**src/rtl/oam_dma_arbiter_mod_if.sv**
```systemverilog
// CPU-side and external memory bus bundle for the OAM DMA arbiter.
// master = CPU/memory side driving requests, slave = the arbiter.
interface oam_dma_arbiter_mod_if;
   logic [15:0] cpu_addr;
   logic [7:0]  cpu_wdata;
   logic        cpu_rd;
   logic        cpu_wr;
   logic [7:0]  cpu_rdata;
   logic [15:0] mem_addr;
   logic [7:0]  mem_wdata;
   logic        mem_rd;
   logic        mem_wr;
   logic [7:0]  mem_rdata;
   logic        dma_active;

   modport master (
      output cpu_addr, cpu_wdata, cpu_rd, cpu_wr, mem_rdata,
      input  cpu_rdata, mem_addr, mem_wdata, mem_rd, mem_wr, dma_active
   );

   modport slave (
      input  cpu_addr, cpu_wdata, cpu_rd, cpu_wr, mem_rdata,
      output cpu_rdata, mem_addr, mem_wdata, mem_rd, mem_wr, dma_active
   );
endinterface

```
**src/rtl/oam_dma_arbiter_mod.sv**
```systemverilog
// CPU/OAM-DMA bus arbiter with FF46 DMA register and HRAM; CPU path is combinational,
// DMA copies one byte per 2 clocks and locks the CPU out of everything except FF46/HRAM.
module oam_dma_arbiter_mod #(
   parameter int unsigned DMA_LEN     = 160,
   parameter int unsigned START_DELAY = 4,
   parameter logic [15:0] OAM_BASE    = 16'hFE00
) (
   input logic            clock,
   input logic            reset,
   oam_dma_arbiter_mod_if.slave bus
);
   localparam int unsigned    DW         = (START_DELAY > 1) ? $clog2(START_DELAY) : 1;
   localparam logic [7:0]     LAST_IDX   = 8'(DMA_LEN - 1);
   localparam logic [DW-1:0]  DELAY_INIT = DW'(START_DELAY - 1);

   typedef enum logic [1:0] {IDLE, START, READ, WRITE} state_t;

   state_t        state;
   logic [7:0]    src_hi;
   logic [7:0]    idx;
   logic [7:0]    dma_buf;
   logic [DW-1:0] delay;
   logic          dma_active_q;
   logic [7:0]    hram [0:126];

   logic       is_dma_reg;
   logic       is_hram;
   logic       dma_bus;
   logic       restart;
   logic [7:0] src_fold;

   assign is_dma_reg = (bus.cpu_addr == 16'hFF46);
   assign is_hram    = (bus.cpu_addr[15:7] == 9'h1FF) && (bus.cpu_addr[6:0] != 7'h7F);
   assign dma_bus    = (state == READ) || (state == WRITE);
   assign restart    = bus.cpu_wr && is_dma_reg;
   // Sources in the E0-FF range alias onto C0-DF (echo RAM fold).
   assign src_fold   = (bus.cpu_wdata >= 8'hE0) ? (bus.cpu_wdata & 8'hDF) : bus.cpu_wdata;

   assign bus.dma_active = dma_active_q;

   always_ff @(posedge clock or negedge reset) begin
      if (!reset) begin
         state        <= IDLE;
         src_hi       <= 8'h00;
         idx          <= 8'h00;
         dma_buf      <= 8'h00;
         delay        <= '0;
         dma_active_q <= 1'b0;
      end else if (restart) begin
         state        <= START;
         src_hi       <= src_fold;
         idx          <= 8'h00;
         delay        <= DELAY_INIT;
         dma_active_q <= 1'b0;
      end else begin
         case (state)
            IDLE: ;
            START: begin
               if (delay == '0) begin
                  state        <= READ;
                  dma_active_q <= 1'b1;
               end else begin
                  delay <= delay - 1'b1;
               end
            end
            READ: begin
               dma_buf <= bus.mem_rdata;
               state   <= WRITE;
            end
            WRITE: begin
               if (idx == LAST_IDX) begin
                  idx          <= 8'h00;
                  state        <= IDLE;
                  dma_active_q <= 1'b0;
               end else begin
                  idx   <= idx + 8'h01;
                  state <= READ;
               end
            end
            default: begin
               state        <= IDLE;
               dma_active_q <= 1'b0;
            end
         endcase
      end
   end

   // HRAM has no reset; it is reachable from the CPU in every state.
   always_ff @(posedge clock) begin
      if (bus.cpu_wr && is_hram) begin
         hram[bus.cpu_addr[6:0]] <= bus.cpu_wdata;
      end
   end

   always_comb begin
      bus.mem_addr  = bus.cpu_addr;
      bus.mem_wdata = bus.cpu_wdata;
      bus.mem_rd    = 1'b0;
      bus.mem_wr    = 1'b0;
      case (state)
         READ: begin
            bus.mem_addr = {src_hi, idx};
            bus.mem_rd   = 1'b1;
         end
         WRITE: begin
            bus.mem_addr  = OAM_BASE + {8'h00, idx};
            bus.mem_wdata = dma_buf;
            bus.mem_wr    = 1'b1;
         end
         default: begin
            if (!is_dma_reg && !is_hram) begin
               bus.mem_rd = bus.cpu_rd && !bus.cpu_wr;
               bus.mem_wr = bus.cpu_wr;
            end
         end
      endcase
   end

   always_comb begin
      if (is_dma_reg) begin
         bus.cpu_rdata = src_hi;
      end else if (is_hram) begin
         bus.cpu_rdata = hram[bus.cpu_addr[6:0]];
      end else if (dma_bus) begin
         bus.cpu_rdata = 8'hFF;
      end else begin
         bus.cpu_rdata = bus.mem_rdata;
      end
   end
endmodule

```
**src/flat_wrapper.sv**
```systemverilog
// flat-port wrapper written by rule: the top's interface ports become plain ports
module oam_dma_arbiter_mod_flat 
#(
   parameter int unsigned DMA_LEN     = 160,
   parameter int unsigned START_DELAY = 4,
   parameter logic [15:0] OAM_BASE    = 16'hFE00
)
  (clock, reset, bus_cpu_addr, bus_cpu_wdata, bus_cpu_rd, bus_cpu_wr, bus_mem_rdata, bus_cpu_rdata, bus_mem_addr, bus_mem_wdata, bus_mem_rd, bus_mem_wr, bus_dma_active);
  oam_dma_arbiter_mod_if bus_i ();
  input logic clock;
  input logic reset;
  input wire logic [$bits(bus_i.cpu_addr)-1:0] bus_cpu_addr;
  input wire logic [$bits(bus_i.cpu_wdata)-1:0] bus_cpu_wdata;
  input wire logic [$bits(bus_i.cpu_rd)-1:0] bus_cpu_rd;
  input wire logic [$bits(bus_i.cpu_wr)-1:0] bus_cpu_wr;
  input wire logic [$bits(bus_i.mem_rdata)-1:0] bus_mem_rdata;
  output wire logic [$bits(bus_i.cpu_rdata)-1:0] bus_cpu_rdata;
  output wire logic [$bits(bus_i.mem_addr)-1:0] bus_mem_addr;
  output wire logic [$bits(bus_i.mem_wdata)-1:0] bus_mem_wdata;
  output wire logic [$bits(bus_i.mem_rd)-1:0] bus_mem_rd;
  output wire logic [$bits(bus_i.mem_wr)-1:0] bus_mem_wr;
  output wire logic [$bits(bus_i.dma_active)-1:0] bus_dma_active;
  assign bus_i.cpu_addr = bus_cpu_addr;
  assign bus_i.cpu_wdata = bus_cpu_wdata;
  assign bus_i.cpu_rd = bus_cpu_rd;
  assign bus_i.cpu_wr = bus_cpu_wr;
  assign bus_i.mem_rdata = bus_mem_rdata;
  assign bus_cpu_rdata = bus_i.cpu_rdata;
  assign bus_mem_addr = bus_i.mem_addr;
  assign bus_mem_wdata = bus_i.mem_wdata;
  assign bus_mem_rd = bus_i.mem_rd;
  assign bus_mem_wr = bus_i.mem_wr;
  assign bus_dma_active = bus_i.dma_active;
  oam_dma_arbiter_mod #(.DMA_LEN(DMA_LEN), .START_DELAY(START_DELAY), .OAM_BASE(OAM_BASE)) u_core (.clock(clock), .reset(reset), .bus(bus_i));
endmodule
```
**config.mk**
```make
export PLATFORM = sky130hd
export DESIGN_NAME = oam_dma_arbiter_mod_flat
export DESIGN_NICKNAME = d
export VERILOG_FILES = /design/src/rtl/oam_dma_arbiter_mod_if.sv /design/src/rtl/oam_dma_arbiter_mod.sv /design/src/flat_wrapper.sv
export SDC_FILE = /design/constraint.sdc
export NUM_CORES = 1
export LEC_CHECK = 0
export CORE_ASPECT_RATIO = 1.25
export CORE_MARGIN = 4
export CORE_UTILIZATION = 50
export CTS_CLUSTER_SIZE = 12
export DETAILED_ROUTE_END_ITERATION = 8
export PLACE_DENSITY = 0.66
export REMOVE_ABC_BUFFERS = 1
export SLEW_MARGIN = 20
export SYNTH_ARGS = -nofsm -noshare
export SYNTH_HDL_FRONTEND = slang
export SYNTH_SLANG_ARGS = --single-unit
```
**constraint.sdc**
```tcl
create_clock -name clock -period 4.8 [get_ports clock]
set_input_delay 1.2 -clock clock [delete_from_list [all_inputs] [get_ports clock]]
set_output_delay 1.2 -clock clock [all_outputs]
set_load 0.005 [all_outputs]
```
==> results of run 1 <==
-- what timing repair did --
item / in CTS / in global routing
endpoints found under the setup margin: 10 / 9
cloned: 8 / 0
setup buffers: 35 / 3
pin swaps: 50 / 35
gates resized for setup: 175 / 59
-- how the worst max path moves through the flow --
stage	to	start	slack (ns)	depth (start not counted)
after floorplan	bus_cpu_rdata[2]	bus_cpu_addr[2]	-0.24	6
after global placement	bus_cpu_rdata[7]	bus_cpu_addr[1]	-0.74	11
after detailed placement	bus_cpu_rdata[7]	bus_cpu_addr[1]	-0.75	11
after CTS	bus_cpu_rdata[7]	bus_cpu_addr[1]	-0.14	12
after global routing	bus_cpu_rdata[3]	bus_cpu_addr[1]	-0.03	14
final	bus_cpu_rdata[7]	bus_cpu_addr[1]	-0.04	12
-- metal layers --
| metal | vias to the layer above | track usage [%] | part of all wire (%) |
|---|---|---|---|
| met5 | - | 0 | 0.0095 |
| met4 | 2 | 18.8 | 7.4 |
| met3 | 516 | 7.68 | 12 |
| met2 | 2018 | 48.7 | 47 |
| met1 | 13700 | 38.2 | 34 |
| li1 | 11100 | - | - |
-- cell families (layout without fill, tap and decap cells) --
logic type	after synthesis	after routing
muxes	244	244
xor gates and xnor gates	4	4
buffers and inverters	186	790
DFF	1045	1045
adders and majority gates	2	2
AOI/OAI and AO/OA	532	532
and+or+nand+nor	454	454
-- through the flow --
| stage | total power [mW] | instances |
|---|---|---|
| floorplan | 10.7 | 2294 |
| global placement | 11.7 | 3938 |
| detailed placement | 11.7 | 3938 |
| CTS | 18.9 | 4140 |
| global route | 19.4 | 4142 |
| finish | 19.0 | 4142 |
-- synthesized netlist by cell type, drive strengths merged (12+ instances only) --
cell type and instances:
o22ai 31, a22o 12, a21oi 73, mux4 65, mux2 97, mux2i 82, buf 105, nand2 159
nor2 206, clkbuf 68, dfrtp 29, inv 12, a221oi 128, a22oi 65, edfxtp 1016, nand3 18
a221o 26, o221ai 18, o21ai 87
-- registers in the layout, summed over array words and instances, names as in the netlist --
signal / count
u_core.dma_buf: 8
u_core.delay: 2
u_core.idx: 8
u_core.state: 2
u_core.bus.dma_active: 1
u_core.hram: 1016
u_core.src_hi: 8
-- power breakdown --
| group | internal (mW) | switching [mW] | total [mW] |
|---|---|---|---|
| clock network | 3.98 | 3.29 | 7.27 |
| logic | 0.673 | 0.964 | 1.64 |
| registers | 10.0 | 0.0362 | 10.1 |
-- cell type report --
cell class              instances  area (um2)  area share [%]
clock inverters                16         155           0.302
inverters                      13        62.6           0.122
repair buffers                617        5730            11.2
clock buffers                 144        2760            5.38
multi-input cells            1236       10000            19.6
flip-flops and latches       1045       31200            60.9
well taps                    1071        1340            2.61
==> results.py, run 1 <==
metrics = {
    "layout": {
        "final_util_pct": 62.6,
        "layout_common_cells": "1,016 x edfxtp_1, 468 x buf_4, 197 x nor2_1, 158 x nand2_1, 104 x clkbuf_16",
        "mostFrequentLayoutCell": "edfxtp_1",
        "final_area_um2": 51300,
        "areaGrowthSynthToFinish_pct": 23.5,
        "fill_cells": 5730,
        "num-nets-final": 3052,
        "diodes": 0,
        "drive_above_1_share_pct": 31.5,
    },
    "setup_path": {
        "path_max_fanout": 8,
        "start_kind": "input port",
        "r2r_end": "u_core.dma_buf[6]",
        "rrSetupSlack_ns": 2.52,
        "critPathMaxStageDelay_ns": 0.42,
        "critPathCaptureType": "output pin",
        "crit_family": "compound AO/OA/AOI/OAI gates",
        "critical_path.cell_chain": "clkbuf_16 -> buf_12 -> buf_8 -> clkinv_8 -> buf_16 -> buf_6 -> a221o_1 -> a222oi_1 -> o22ai_2 -> and4bb_1 -> a21oi_2 -> buf_2",
        "path_class": "input port to output pin",
        "crit_buf_inv": 7,
        "crit_slowest_cell": "a222oi_1",
        "reg2reg_depth": 4,
        "rr_startpoint": "u_core.state[1]",
        "worstPathRequired_ns": 3.60,
        "worstPathArrival_ns": 3.64,
    },
    "die": {
        "pin_count": 71,
        "coreArea_um2": 82000,
        "fp.dieArea_um2": 87800,
        "start_util_pct": 50.7,
        "num_rows": 117,
        "die_h_um": 330,
        "die_x_um": 266,
    },
    "routing": {
        "vias": 27300,
        "firstDrtPassIters": 6,
        "routed_via_density": 6.60,
        "wire_per_inst_um": 33.0,
        "drt_wl_total_um": 137000,
        "drt_iter0_markers": 3849,
        "ant_nets": 0,
        "drc": 0,
    },
    "worst_hold_path": {
        "min-delay-start": "u_core.dma_buf[3]",
        "min_path_cells": 1,
        "holdPathEnd": "u_core.dma_buf[3]",
        "hp-class": "register to register",
    },
    "yosys": {
        "synth_top_family_by_area": "compound AO/OA/AOI/OAI gates",
        "synth_top_area_share_pct": 73.4,
        "synth_mux_area_share_pct": 8.15,
        "synth_flop_cell": "edfxtp_1",
        "ys_types": 85,
        "netlist_area_um2": 41600,
        "syn_area_per_cell_um2": 16.8,
        "synthTopCellsByArea": "edfxtp_1 73%, mux4_2 3.4%, a221oi_1 2.7%",
        "yosys_warnings": 0,
        "synth_edf_count": 1016,
        "synth_compound_area_share_pct": 9.45,
        "async_flop_share_pct": 2.78,
        "synth-simple-area-share_pct": 4.71,
        "synth_fa_ha_area_share_pct": 0.0602,
        "yosys_register_bits": 1045,
        "ys_seq_area_share_pct": 75.2,
        "synth_top_area_cell": "edfxtp_1",
        "synthCells": 2467,
        "synth-xor-area-share_pct": 0.0843,
    },
    "flow_run": {
        "cap_viol_max_count": 0,
    },
    "placement": {
        "port_buffers": 70,
        "hpwl_um": 88800,
        "place_ws_ns": -0.748,
        "finalWeightedCongestion": 0.997,
        "postPlaceCellArea_um2": 46900,
    },
    "timing": {
        "slew_violations": 0,
        "worstMarginPinSlew_ns": 1.18,
        "slew_headroom_pct": 21.6,
        "min_period_ns": 4.84,
        "tns_ns": -0.0840,
        "rsz0062_at_grt": "true",
        "fmax_ghz": 0.206,
        "post-route-period-util_pct": 101,
        "whs_ns": 0.507,
        "finalSetupViolCount": 4,
        "finalHoldViolations": 0,
        "fin_ws_ns": -0.0439,
        "fin_skew_ns": 0.0107,
    },
    "pwr": {
        "power_density_nw_per_um2": 370,
        "p_leak_nw": 17.5,
        "ir_drop_mv": 0.256,
    },
    "clocking": {
        "cts_sinks": 1045,
        "htree_levels": 3,
        "cts_root_buffer": "clkbuf_16",
        "clock_latency_ns": 0.69,
        "hold_buffers": 0,
        "cts_buffers": 101,
        "cts_tree": "yes",
        "path_clk_slew_ns": 0.06,
        "cts.path.max_buffers": 3,
    },
    "global_route": {
        "grt_pass1_vias": 27200,
        "grt_max_degree": 99,
        "grt_first_pass_wirelength_um": 193000,
        "track_usage_pct": 30.6,
        "grt_overflow": 0,
        "grt_antenna_before_repair": 1,
    },
    "outcome": {
        "status": "complete, but fails checks",
        "violations": "negative setup slack",
    },
}
(Power assumes the default switching activity.)
==> run 2: changes to the inputs <==
- CORE_MARGIN: 4 -> 3
- SKIP_CTS_REPAIR_TIMING: unset -> 1
==> results.py, run 2 (synthesis results as in run 1) <==
metrics = {
    "setup_path": {
        "rr_startpoint": "u_core.state[1]",
        "worstPathRequired_ns": 3.60,
        "crit_family": "buffers and inverters",
        "critical_path.cell_chain": "buf_12 -> buf_4 -> nor3b_4 -> buf_6 -> buf_4 -> a221oi_1 -> a31oi_1 -> o21ai_2 -> a32o_1 -> a21oi_2 -> clkdlybuf4s50_1",
        "path_max_fanout": 16,
        "start_kind": "input port",
        "crit_slowest_cell": "clkdlybuf4s50_1",
        "worstPathArrival_ns": 3.81,
        "critPathCaptureType": "output pin",
        "rrSetupSlack_ns": 2.51,
        "r2r_end": "u_core.dma_buf[1]",
        "crit_path_frequent_cell": "buf_4",
        "reg2reg_depth": 4,
        "worstSetupPathDepth": 11,
        "critPathMaxStageDelay_ns": 0.54,
        "crit_buf_inv": 5,
        "path_class": "input port to output pin",
    },
    "timing": {
        "min_period_ns": 5.01,
        "slew_headroom_pct": 30.1,
        "finalHoldViolations": 0,
        "worstMarginPinSlew_ns": 1.05,
        "fmax_ghz": 0.200,
        "post-route-period-util_pct": 104,
        "finalSetupViolCount": 4,
        "fin_ws_ns": -0.207,
        "rsz0062_at_grt": "true",
        "slew_violations": 0,
        "fin_skew_ns": 0.00862,
    },
    "layout": {
        "largest_register_ffs": 1016,
        "mostFrequentLayoutCell": "edfxtp_1",
        "fill_cells": 5718,
        "multi_input_area_um2": 9970,
        "final_util_pct": 62.5,
        "layout.cells.non_filler": 4160,
        "final_area_um2": 51300,
        "num-nets-final": 3069,
        "drive_above_1_share_pct": 31.3,
        "layout_common_cells": "1,016 x edfxtp_1, 499 x buf_4, 196 x nor2_1, 157 x nand2_1, 108 x clkbuf_16",
        "seqCellArea_um2": 31200,
        "areaGrowthSynthToFinish_pct": 23.4,
    },
    "global_route": {
        "grt_pass1_vias": 26600,
        "grt_overflow": 0,
        "grt.busiest_layer": "met2",
        "met3_usage_pct": 6.71,
        "gr-usage-met1_pct": 38.6,
        "track_usage_pct": 30.3,
        "grt_antenna_before_repair": 3,
        "grt_use_met2_pct": 48.2,
        "grt_first_pass_wirelength_um": 189000,
        "grt_max_degree": 129,
    },
    "clocking": {
        "cts_tree": "yes",
        "cts_sinks": 1045,
        "cts_root_buffer": "clkbuf_16",
        "cts_buffers": 102,
        "htree_levels": 3,
        "cts.path.max_buffers": 3,
        "path_clk_slew_ns": 0.06,
        "clock_latency_ns": 0.68,
    },
    "die": {
        "pin_count": 71,
        "fp.dieArea_um2": 86600,
        "num_rows": 117,
        "die_h_um": 328,
        "die_x_um": 264,
        "start_util_pct": 50.7,
        "coreArea_um2": 82000,
    },
    "placement": {
        "placedCellCount": 3950,
        "finalWeightedCongestion": 0.983,
        "postPlaceCellArea_um2": 47000,
        "port_buffers": 70,
        "hpwl_um": 88800,
    },
    "routing": {
        "drc": 0,
        "wire_per_inst_um": 32.5,
        "vias": 27100,
        "ant_nets": 0,
        "routed_via_density": 6.52,
        "firstDrtPassIters": 5,
        "drt_iter0_markers": 4076,
        "drt_wl_total_um": 135000,
    },
    "outcome": {
        "violations": "negative setup slack",
        "status": "complete, but fails checks",
    },
    "worst_hold_path": {
        "hp-class": "input port to asynchronous set/reset pin",
    },
    "pwr": {
        "ir_drop_mv": 0.272,
        "p_leak_nw": 17.5,
        "power_density_nw_per_um2": 370,
    },
    "flow_run": {
        "cap_viol_max_count": 0,
    },
}
-- run 2: cell count changes in the layout (fill, tap and decap cells not counted), moves of 5 or more --
| cell | previous run | this run |
|---|---|---|
| buf_4 | 468 | 499 |
| buf_6 | 24 | 16 |
| buf_8 | 7 | 2 |
| dlymetal6s2s_1 | 1 | 7 |
| o21ai_0 | 61 | 74 |
| o21ai_1 | 19 | 11 |
| o21ai_2 | 7 | 2 |
-- run 2: area by class of cell --
| type | count | share of cell area (%) |
|---|---|---|
| repair buffers | 633 | 11.2 |
| multi-input cells | 1236 | 19.4 |
| diodes | 1 | 0.00488 |
| well taps | 1071 | 2.61 |
| clock buffers | 142 | 5.41 |
| clock inverters | 19 | 0.320 |
| flip-flops and latches | 1045 | 60.9 |
| inverters | 13 | 0.0952 |
-- run 2: worst register-to-register path, delay by kind of cell (launching register included) --
family / cells / cell delay [ns]
buffers and inverters: 1 / 0.29
muxes: 1 / 0.41
DFF: 1 / 0.53
and+or+nand+nor: 2 / 0.94
-- run 2: worst max path at each step --
stage / end / startpoint / slack (ns)
floorplan: bus_cpu_rdata[2] / bus_cpu_addr[2] / -0.24
global placement: bus_cpu_rdata[6] / bus_cpu_addr[1] / -0.85
detailed placement: bus_cpu_rdata[6] / bus_cpu_addr[1] / -0.82
CTS: bus_cpu_rdata[6] / bus_cpu_addr[1] / -0.82
global route: bus_cpu_rdata[6] / bus_cpu_addr[1] / -0.19
finish: bus_cpu_rdata[6] / bus_cpu_addr[1] / -0.21
-- run 2: power breakdown --
part | total (mW) | internal, mW | leakage (nW) | switching (mW)
Combinational | 1.60 | 0.653 | 6.65 | 0.950
Clock | 7.29 | 4.00 | 1.43 | 3.29
Sequential | 10.1 | 10.0 | 9.46 | 0.0394
-- run 2: routing by layer --
layer | wire (um) | part of all wire [%]
met1 | 47500 | 35
met2 | 63500 | 47
met3 | 15000 | 11
met4 | 9020 | 6.7
met5 | 0 | 0
-- run 2: through the flow --
stage,worst slack [ns],hold WS [ns],total power [mW],TNS (ns)
after floorplan,-0.242,0.462,10.7,-0.902
after global placement,-0.846,0.490,11.7,-5.28
after detailed placement,-0.823,0.497,11.7,-5.19
after CTS,-0.824,0.509,18.9,-5.36
after global routing,-0.185,0.535,19.5,-0.520
final,-0.207,0.510,19.0,-0.428
